[src/rtl/bcd_time_pkg.sv]
// Shared constants and types for the BCD time-of-day counter.
// Field layout of the packed time word: [31:24] HH, [23:16] MM, [15:8] SS, [7:0] CC.
package bcd_time_pkg;

    localparam int HH_LSB = 24;
    localparam int MM_LSB = 16;
    localparam int SS_LSB = 8;
    localparam int CC_LSB = 0;

    localparam logic [7:0] CC_MAX     = 8'h99;
    localparam logic [7:0] SS_MAX     = 8'h59;
    localparam logic [7:0] MM_MAX     = 8'h59;
    localparam logic [7:0] HH_MAX_24  = 8'h23;
    localparam logic [7:0] HH_WRAP_24 = 8'h00;
    localparam logic [7:0] HH_MAX_12  = 8'h12;
    localparam logic [7:0] HH_WRAP_12 = 8'h01;
    // Hour value whose increment flips AM/PM in 12-hour mode (11 -> 12).
    localparam logic [7:0] HH_MERIDIEM = 8'h11;

    localparam logic [31:0] RST_TIME_24 = 32'h0000_0000;
    localparam logic [31:0] RST_TIME_12 = 32'h1200_0000;

    typedef enum logic {
        STOPPED = 1'b0,
        RUNNING = 1'b1
    } run_state_e;

    // A two-digit BCD field is acceptable when both digits are decimal,
    // the tens digit is within range and the whole field does not exceed max_val.
    // With decimal digits, packed BCD orders the same way as its numeric value.
    function automatic logic field_ok(input logic [7:0] f,
                                      input logic [3:0] tens_max,
                                      input logic [7:0] max_val);
        return (f[3:0] <= 4'd9) && (f[7:4] <= tens_max) && (f <= max_val);
    endfunction

endpackage

[src/rtl/bcd_digit_pair.sv]
// Two-digit BCD counter: synchronous load, increment enable, programmable
// maximum and wrap-to value; carry is high on the increment that wraps.
module bcd_digit_pair
    import bcd_time_pkg::*;
#(
    parameter logic [7:0] RST_VAL = 8'h00
) (
    input  logic       clk,
    input  logic       rst_n,
    input  logic       load,
    input  logic [7:0] load_val,
    input  logic       inc,
    input  logic [7:0] max_val,
    input  logic [7:0] wrap_val,
    output logic [7:0] value,
    output logic       carry
);

    logic [7:0] value_q;
    logic [7:0] value_inc;

    // Next value on increment: wrap at the maximum, else decimal-adjusted +1.
    always_comb begin
        value_inc = value_q;
        if (value_q == max_val) begin
            value_inc = wrap_val;
        end else if (value_q[3:0] == 4'd9) begin
            value_inc = {value_q[7:4] + 4'd1, 4'd0};
        end else begin
            value_inc = {value_q[7:4], value_q[3:0] + 4'd1};
        end
    end

    // Field register: load has priority over increment.
    always_ff @(posedge clk) begin
        if (!rst_n) begin
            value_q <= RST_VAL;
        end else if (load) begin
            value_q <= load_val;
        end else if (inc) begin
            value_q <= value_inc;
        end
    end

    assign value = value_q;
    assign carry = inc && (value_q == max_val);

endmodule

[src/rtl/bcd_time_counter.sv]
// Free-running BCD time-of-day counter advancing in hundredths of a second.
// Optional 12-hour mode with a pm output: define BCD_TIME_TWELVE_HOUR_EN.
//
// state   | meaning
// STOPPED | run was low last cycle: time and prescaler held
// RUNNING | run was high last cycle: prescaler counts, time advances on wrap
module bcd_time_counter
    import bcd_time_pkg::*;
#(
    parameter int CLK_HZ  = 50_000_000,
    parameter int TICK_HZ = 100
) (
    input  logic        clk,
    input  logic        rst_n,
    input  logic        run,
    input  logic        load_valid,
    input  logic [31:0] load_time,
    output logic [31:0] time_bcd,
    output logic        tick,
    output logic        rollover,
    output logic        load_err
`ifdef BCD_TIME_TWELVE_HOUR_EN
    ,
    output logic        pm
`endif
);

    localparam int DIV = CLK_HZ / TICK_HZ;
    localparam int PW  = $clog2(DIV);
    localparam logic [PW-1:0] PRESC_LAST = PW'(DIV - 1);

`ifdef BCD_TIME_TWELVE_HOUR_EN
    localparam logic [31:0] RST_TIME = RST_TIME_12;
    localparam logic [7:0]  HH_MAX   = HH_MAX_12;
    localparam logic [7:0]  HH_WRAP  = HH_WRAP_12;
`else
    localparam logic [31:0] RST_TIME = RST_TIME_24;
    localparam logic [7:0]  HH_MAX   = HH_MAX_24;
    localparam logic [7:0]  HH_WRAP  = HH_WRAP_24;
`endif

    run_state_e    state_q, state_d;
    logic [PW-1:0] presc_q;
    logic          fields_ok;
    logic          load_ok;
    logic          load_bad;
    logic          wrap;
    logic          advance;
    logic          roll_d;
    logic          cc_carry, ss_carry, mm_carry, hh_carry;

    wire [7:0] ld_hh = load_time[HH_LSB +: 8];
    wire [7:0] ld_mm = load_time[MM_LSB +: 8];
    wire [7:0] ld_ss = load_time[SS_LSB +: 8];
    wire [7:0] ld_cc = load_time[CC_LSB +: 8];

    // Run state register; follows run one cycle late.
    always_ff @(posedge clk) begin
        if (!rst_n) begin
            state_q <= STOPPED;
        end else begin
            state_q <= state_d;
        end
    end

    // Next state and per-cycle control: load validation, prescaler wrap, advance.
    always_comb begin
        state_d   = run ? RUNNING : STOPPED;
        fields_ok = field_ok(ld_cc, 4'd9, CC_MAX) &&
                    field_ok(ld_ss, 4'd5, SS_MAX) &&
                    field_ok(ld_mm, 4'd5, MM_MAX);
`ifdef BCD_TIME_TWELVE_HOUR_EN
        fields_ok = fields_ok && field_ok(ld_hh, 4'd1, HH_MAX_12) && (ld_hh != 8'h00);
`else
        fields_ok = fields_ok && field_ok(ld_hh, 4'd2, HH_MAX_24);
`endif
        load_ok  = load_valid && fields_ok;
        load_bad = load_valid && !fields_ok;
        wrap     = (state_q == RUNNING) && (presc_q == PRESC_LAST);
        // A valid load in the wrap cycle replaces the advance entirely.
        advance  = wrap && !load_ok;
    end

    // Prescaler: cleared by a valid load, counts only while running.
    always_ff @(posedge clk) begin
        if (!rst_n) begin
            presc_q <= '0;
        end else if (load_ok) begin
            presc_q <= '0;
        end else if (state_q == RUNNING) begin
            presc_q <= wrap ? '0 : presc_q + PW'(1);
        end
    end

    bcd_digit_pair #(.RST_VAL(RST_TIME[CC_LSB +: 8])) u_cc (
        .clk      (clk),
        .rst_n    (rst_n),
        .load     (load_ok),
        .load_val (ld_cc),
        .inc      (advance),
        .max_val  (CC_MAX),
        .wrap_val (8'h00),
        .value    (time_bcd[CC_LSB +: 8]),
        .carry    (cc_carry)
    );

    bcd_digit_pair #(.RST_VAL(RST_TIME[SS_LSB +: 8])) u_ss (
        .clk      (clk),
        .rst_n    (rst_n),
        .load     (load_ok),
        .load_val (ld_ss),
        .inc      (cc_carry),
        .max_val  (SS_MAX),
        .wrap_val (8'h00),
        .value    (time_bcd[SS_LSB +: 8]),
        .carry    (ss_carry)
    );

    bcd_digit_pair #(.RST_VAL(RST_TIME[MM_LSB +: 8])) u_mm (
        .clk      (clk),
        .rst_n    (rst_n),
        .load     (load_ok),
        .load_val (ld_mm),
        .inc      (ss_carry),
        .max_val  (MM_MAX),
        .wrap_val (8'h00),
        .value    (time_bcd[MM_LSB +: 8]),
        .carry    (mm_carry)
    );

    bcd_digit_pair #(.RST_VAL(RST_TIME[HH_LSB +: 8])) u_hh (
        .clk      (clk),
        .rst_n    (rst_n),
        .load     (load_ok),
        .load_val (ld_hh),
        .inc      (mm_carry),
        .max_val  (HH_MAX),
        .wrap_val (HH_WRAP),
        .value    (time_bcd[HH_LSB +: 8]),
        .carry    (hh_carry)
    );

`ifdef BCD_TIME_TWELVE_HOUR_EN
    logic pm_q;
    logic meridiem_flip;

    // In 12-hour mode midnight is the 11 -> 12 step taken while in PM;
    // the 12 -> 01 hour wrap is an ordinary step.
    always_comb begin
        meridiem_flip = mm_carry && (time_bcd[HH_LSB +: 8] == HH_MERIDIEM);
        roll_d        = meridiem_flip && pm_q && !hh_carry;
    end

    // AM/PM flag; loads leave it alone.
    always_ff @(posedge clk) begin
        if (!rst_n) begin
            pm_q <= 1'b0;
        end else if (meridiem_flip) begin
            pm_q <= !pm_q;
        end
    end

    assign pm = pm_q;
`else
    // 24-hour mode: midnight is the hour field wrapping 23 -> 00.
    always_comb begin
        roll_d = hh_carry;
    end
`endif

    // Registered single-cycle status pulses.
    always_ff @(posedge clk) begin
        if (!rst_n) begin
            tick     <= 1'b0;
            rollover <= 1'b0;
            load_err <= 1'b0;
        end else begin
            tick     <= advance;
            rollover <= roll_d;
            load_err <= load_bad;
        end
    end

endmodule

[config.mk]
export PLATFORM = sky130hd
export DESIGN_NAME = bcd_time_counter
export DESIGN_NICKNAME = d
export VERILOG_FILES = /design/src/rtl/bcd_time_pkg.sv /design/src/rtl/bcd_digit_pair.sv /design/src/rtl/bcd_time_counter.sv
export SDC_FILE = /design/constraint.sdc
export NUM_CORES = 1
export LEC_CHECK = 0
export CAP_MARGIN = 25
export CORE_ASPECT_RATIO = 0.8
export CORE_MARGIN = 10
export CORE_UTILIZATION = 50
export DETAILED_ROUTE_END_ITERATION = 8
export GPL_TIMING_DRIVEN = 0
export PLACE_DENSITY = 0.83
export RECOVER_POWER = 100
export SLEW_MARGIN = 20
export SYNTH_ARGS = -nofsm -noshare
export SYNTH_HDL_FRONTEND = slang
export SYNTH_SLANG_ARGS = --single-unit
[constraint.sdc]
create_clock -name clk -period 3.4 [get_ports clk]
set_input_delay 0.34 -clock clk [delete_from_list [all_inputs] [get_ports clk]]
set_output_delay 0.34 -clock clk [all_outputs]
set_load 0.02 [all_outputs]
After elaboration in Yosys (flattened, before gate mapping)
Index checks and enable logic that the tools add are counted.
{"block": "totals", "n_memories": 0, "ff_bits": 55, "latch_bits": 0, "word_cells": 96, "in_bits": 36, "ram_bits": 0, "out_inout_bits": 35, "romBits": 0}
{"block": "classes", "reduce_logical": 34, "multipliers": 0, "n_shift": 0, "n_bitwise": 1, "div_mod_pow": 0, "eq_ne": 9, "order_cmp": 12, "n_mux": 18, "add_sub_neg": 9}
{"op": "2-to-1 mux 8 bit", "count": 16}
{"op": "adder 4 x 1 -> 4 bit (second input constant)", "count": 8}
{"op": "<= comparator 4 bit (second input constant)", "count": 5}
{"op": "adder 19 x 1 -> 19 bit (second input constant)", "count": 1}
{"op": "equality test 19 bit (second input constant)", "count": 1}
{"op": "logical AND 1 bit", "count": 19}
{"op": "2-to-1 mux 19 bit", "count": 1}
{"op": "equality test 4 bit (second input constant)", "count": 4}
{"op": "equality test 8 x 7 -> 1 bit (second input constant)", "count": 2}
{"op": "<= comparator 8 x 7 -> 1 bit (second input constant)", "count": 2}
{"op": "nonzero test 3 bit", "count": 4}
{"op": "equality test 8 x 6 -> 1 bit (second input constant)", "count": 1}
{"op": "equality test 8 bit (second input constant)", "count": 1}
{"op": "<= comparator 4 x 3 -> 1 bit (second input constant)", "count": 2}
{"op": "<= comparator 8 x 6 -> 1 bit (second input constant)", "count": 1}
{"op": "<= comparator 8 bit (second input constant)", "count": 1}
{"op": "AND reduction 2 bit", "count": 4}
{"op": "nonzero test 2 bit", "count": 4}
{"op": "<= comparator 4 x 2 -> 1 bit (second input constant)", "count": 1}
{"op": "logical NOT 1 bit", "count": 2}
{"op": "OR reduction 2 bit", "count": 1}
{"op": "2-to-1 mux 1 bit", "count": 1}
{"op": "NOT 1 bit", "count": 1}

Longest topological paths before layout
Gate-level depths: netlist (run 1).
{"block": "logic_depth", "word_depth": 14, "ltp_mapped": 10, "mapped_depth_nobuf": 8}

By module
From an unflattened synthesis (run 1), not the netlist that was laid out.
{"block": "hier_totals", "cells_unflattened": 469, "area_unflattened_um2": 3880.0}
{"mod": "bcd_digit_pair", "cells_each": 85, "seq_area_each_um2": 160.2, "instances": 4, "area_each_um2": 689.4}
{"mod": "bcd_time_counter", "cells_each": 129, "seq_area_each_um2": 460.4, "instances": 1, "area_each_um2": 1122.3}

Worst setup path before layout (run 1)
Ideal clock, no wire load.
{"block": "synth_path", "path_kind": "register -> register", "start": "register presc_q[6]", "end": "register u_mm.value_q[7], in the netlist u_mm.value[7]", "path_stages_with_launch": 6, "setup_slack_ps": 898, "period_less_slack_ps": 2502, "t_arrival_ps": 2432, "setup_time_ps": 70, "required_ps": 3330, "path_buffers": 0, "path_cell_list": "dfxtp_1 or4b_1 or4_4 or4_4 or4_1 a21oi_1"}
{"block": "synth_between", "elab_chain_cells": 7}
{"element": "start, declared", "line": "bcd_time_counter.sv:43", "source": "logic [PW-1:0] presc_q;"}
{"element": "start signal, assigned", "line": "bcd_time_counter.sv:91", "source": "presc_q <= wrap ? '0 : presc_q + PW'(1);"}
{"element": "equality test 19 bit", "line": "bcd_time_counter.sv:79", "source": "wrap = (state_q == RUNNING) && (presc_q == PRESC_LAST);"}
{"element": "logical AND 1 bit", "line": "bcd_time_counter.sv:79"}
{"element": "logical AND 1 bit", "line": "bcd_time_counter.sv:81", "source": "advance = wrap && !load_ok;"}
{"element": "logical AND 1 bit (2 in series)", "line": "bcd_digit_pair.sv:46", "source": "assign carry = inc && (value_q == max_val);"}
{"element": "nonzero test 2 bit (no source line)"}
{"element": "AND reduction 2 bit (no source line)"}
{"element": "end signal, assigned", "line": "bcd_digit_pair.sv:39", "source": "value_q <= load_val;"}
{"element": "end signal, assigned", "line": "bcd_digit_pair.sv:41", "source": "value_q <= value_inc;"}
{"element": "end, declared", "line": "bcd_digit_pair.sv:19", "source": "logic [7:0] value_q;"}
Every way passes these cells.
A chain may end at the register's enable or synchronous reset.

Worst setup path in the final report (run 1)
{"block": "layout_path", "start": "register presc_q[6]", "end": "register u_ss.value_q[7], in the netlist u_ss.value[7]"}
{"block": "layout_between", "elab_chain_cells": 6}
{"element": "equality test 19 bit", "line": "bcd_time_counter.sv:79"}
{"element": "logical AND 1 bit", "line": "bcd_time_counter.sv:79"}
{"element": "logical AND 1 bit", "line": "bcd_time_counter.sv:81"}
{"element": "logical AND 1 bit", "line": "bcd_digit_pair.sv:46"}
{"element": "nonzero test 2 bit (no source line)"}
{"element": "AND reduction 2 bit (no source line)"}
{"element": "end signal, assigned", "line": "bcd_digit_pair.sv:39"}
{"element": "end signal, assigned", "line": "bcd_digit_pair.sv:41"}
{"element": "end, declared", "line": "bcd_digit_pair.sv:19"}
Every way passes these cells.

==> results of run 1 <==
-- kinds of logic (layout without fill, tap and decap cells) --
kind of cell | count (synthesis) | in the layout | share of synthesized area (%)
buffers and inverters | 30 | 108 | 4.72
AO/OA/AOI/OAI | 88 | 88 | 16.5
flip-flops | 55 | 55 | 36.1
multiplexers | 8 | 8 | 2.63
XOR/XNOR | 18 | 18 | 5.17
adder cells (fa/ha/maj) | 15 | 15 | 6.15
AND/OR/NAND/NOR | 160 | 160 | 28.8
-- final timing paths --
path                                         startpoint                         end  slack (ns)
worst max register to register  presc_q[6]$_SDFFE_PP0P_  u_ss.value[7]$_SDFFE_PN0P_        0.44
worst max-delay path            presc_q[6]$_SDFFE_PP0P_  u_ss.value[7]$_SDFFE_PN0P_        0.44
worst min-delay path            presc_q[1]$_SDFFE_PP0P_     presc_q[1]$_SDFFE_PP0P_        0.50
worst min register to register  presc_q[1]$_SDFFE_PP0P_     presc_q[1]$_SDFFE_PP0P_        0.50
-- routing by layer --
| metal | share of wire, % | GRT usage (%) | up-vias | wire length [um] |
|---|---|---|---|---|
| li1 | - | - | 1494 | - |
| met3 | 8.4 | 4.49 | 13 | 726 |
| met1 | 43 | 21.3 | 1398 | 3680 |
| met5 | 0 | 0 | - | 0 |
| met2 | 47 | 28.4 | 113 | 4060 |
| met4 | 1.6 | 5.74 | 0 | 141 |
-- stage by stage --
step	setup WS [ns]	hold WS, ns	std cells	instance area, um^2
detailed placement	0.670	0.481	525	3860
finish	0.437	0.504	533	3920
global placement	0.582	0.476	525	3850
CTS	0.684	0.499	533	3960
global route	0.273	0.537	533	3920
floorplan	0.898	0.463	374	3050
-- sequential cells by signal, summed over array words and instances, names as in the netlist --
signal,cells
presc_q,19
u_cc.value,8
u_hh.value,8
u_mm.value,8
u_ss.value,8
load_err,1
rollover,1
state_q,1
tick,1
-- synthesized netlist by cell type, drive strengths merged (6+ instances only) --
library cell  instances  area, um^2
nor3                 10        61.3
xor2                  9        78.8
dfxtp                55        1100
nand3                16        80.1
mux2i                 8        80.1
inv                  14        52.6
or3                   9        56.3
xnor2                 9        78.8
a31oi                10        62.6
a21oi                28         140
nand2                28         105
nor2                 44         168
clkbuf               10        37.5
ha                   15         188
and2                  6        37.5
and3b                 6        53.8
o21ai                35         175
nand4                 6        37.5
nor4                  7        50.1
-- power groups by stage --
stage / logic, W / clock network [W] / registers (W)
6_report: 0.0000799 / 0.000392 / 0.000650
5_1_grt: 0.0000866 / 0.000421 / 0.000651
4_1_cts: 0.0000806 / 0.000395 / 0.000650
3_5_place_dp: 0.0000803 / 0 / 0.000665
3_3_place_gp: 0.0000785 / 0 / 0.000665
2_1_floorplan: 0.0000223 / 0 / 0.000666
-- cell usage in the layout (no fill, tap or decap), drive strengths merged, types with 2 or more instances in the layout --
cell type	n
dfxtp	55
nor2	44
dlygate4sd3	37
o21ai	35
clkdlybuf4s50	33
nand2	28
a21oi	28
clkbuf	17
nand3	16
ha	15
inv	15
a31oi	10
nor3	10
xor2	9
or3	9
xnor2	9
mux2i	8
nor4	7
and2	6
nand4	6
and3b	6
nor2b	5
or4	5
a211oi	4
nand2b	3
and4	3
buf	3
or2	2
nor4b	2
o211ai	2
or4b	2
clkinv	2
and3	2
-- worst max-delay path, delay by kind of cell (launching register included) --
family | cells | cell delay (ns)
AND/OR/NAND/NOR | 5 | 2.36
flip-flops | 1 | 0.37
AO/OA/AOI/OAI | 1 | 0.16
-- area by class of cell --
type | count | area [um^2] | share of cell area (%)
plain buffers | 15 | 72.6 | 1.85
clock buffers | 5 | 68.8 | 1.75
clock inverters | 3 | 27.5 | 0.702
flip-flops and latches | 55 | 1100 | 28.1
well taps | 81 | 101 | 2.58
multi-input cells | 289 | 1800 | 45.8
repair buffers | 70 | 701 | 17.9
inverters | 15 | 56.3 | 1.43
==> flow_summary.ini, run 1 <==
[outcome]
status = finished clean

[final_layout]
diodes = 0
fin_util_pct = 66.4
finalNetCount = 502
area_growth_pct = 28.6
fillers = 502
drive_gt1_share_pct = 4.65

[global_routing]
grt_pass1_wl_um = 14000
gr-total-overflow = 0
antenna_found_initial = 0
grt_pass1_vias = 2811
track_usage_pct = 17.3
grt_start_max_net_pins = 20

[clock_network]
ctsResizeCount = 0
cts_made_buffers = 5
root_buffer = clkbuf_8
post_cts_buffers = 0
tritoncts = done
clock_path_buffers = 2
cts.sink_count = 55
clock_latency_ns = 0.33
htree_levels = 2
holdBufCountCts = 0
path_clk_slew_ns = 0.11

[sta]
period_needed_ns = 2.96
clock.fmax_ghz = 0.337
rsz0062_at_grt = false
hold_violations = 0
period_share_pct = 87.2
finalClockSkew_ns = 0.0106
drv_slew = 0
maxSlewHeadroom_pct = 50.4
worstMarginPinSlew_ns = 0.739
setup_tns_ns = 0
finalSetupViolations = 0

[min_path]
hold_class = flip-flop to flip-flop
hold_depth = 2

[job]
maxCapViolCount = 0

[synthesis]
yosysUniqueCellTypes = 54
yosys_most_used_dff = dfxtp_1
yosysWarnings = 0
async_flop_share_pct = 0
syn-num-nets = 425
synth_edf_count = 0
synth-seq-cells = 55
synth-seq-area-share_pct = 36.1
syn-cell-area_um2 = 3050
synth.avg_cell_area_um2 = 8.16
synth_cells = 374

[power]
power_w = 0.00112
p_seq_share_pct = 57.9
peakVddDrop_uv = 195
clkPwrFrac_pct = 35.0
p_leak_nw = 1.46
power_frac_comb_pct = 7.1
swShare_pct = 24.7
internal_power_w = 0.000845
p_switching_w = 0.000277
power_density_nw_per_um2 = 286

[worst_setup_path]
crit_top_cell = or4_1
cp-start-kind = flip-flop
required_ns = 3.66
critPathCaptureType = flip-flop
path_class = flip-flop to flip-flop
slowest_delay_ns = 0.56
critPathArrivalTime_ns = 3.22
reg2reg_depth = 6
critical_path.max_fanout = 6
slowest_stage = or4_1
crit_chain = or4b_1 > or4_1 > nor2_1 > nand3_1 > or4_1 > a21oi_1

[detailed_routing]
drc = 0
wl_per_cell_um = 16.2
via_per_inst = 5.66
vias = 3018
routed_wl_um = 8610
drt_iter0_markers = 176
dr.pass1.iters = 6
final_antenna_net_count = 0

[placed_design]
io_buffers = 70
place.gp.congestion = 0.896
hpwl_um = 6650

[floorplan]
dieWidth_um = 107
core_um2 = 5910
die-height_um = 89.9
fp.dieArea_um2 = 9640
initial_core_util_pct = 51.6
rows = 25
io_pins = 71
No activity file was read; power rests on OpenSTA's default activity.
==> run 2, diff against run 1 <==
SETUP_SLACK_MARGIN = 0.2   (was unset)
==> results of run 2 <==
Final layout, timing and power as in run 1 (identical DEF).
==> run 3, diff against run 2 <==
SKIP_LAST_GASP = 1   (was unset)
==> results of run 3 <==
Final layout, timing and power as in run 1 (identical DEF).
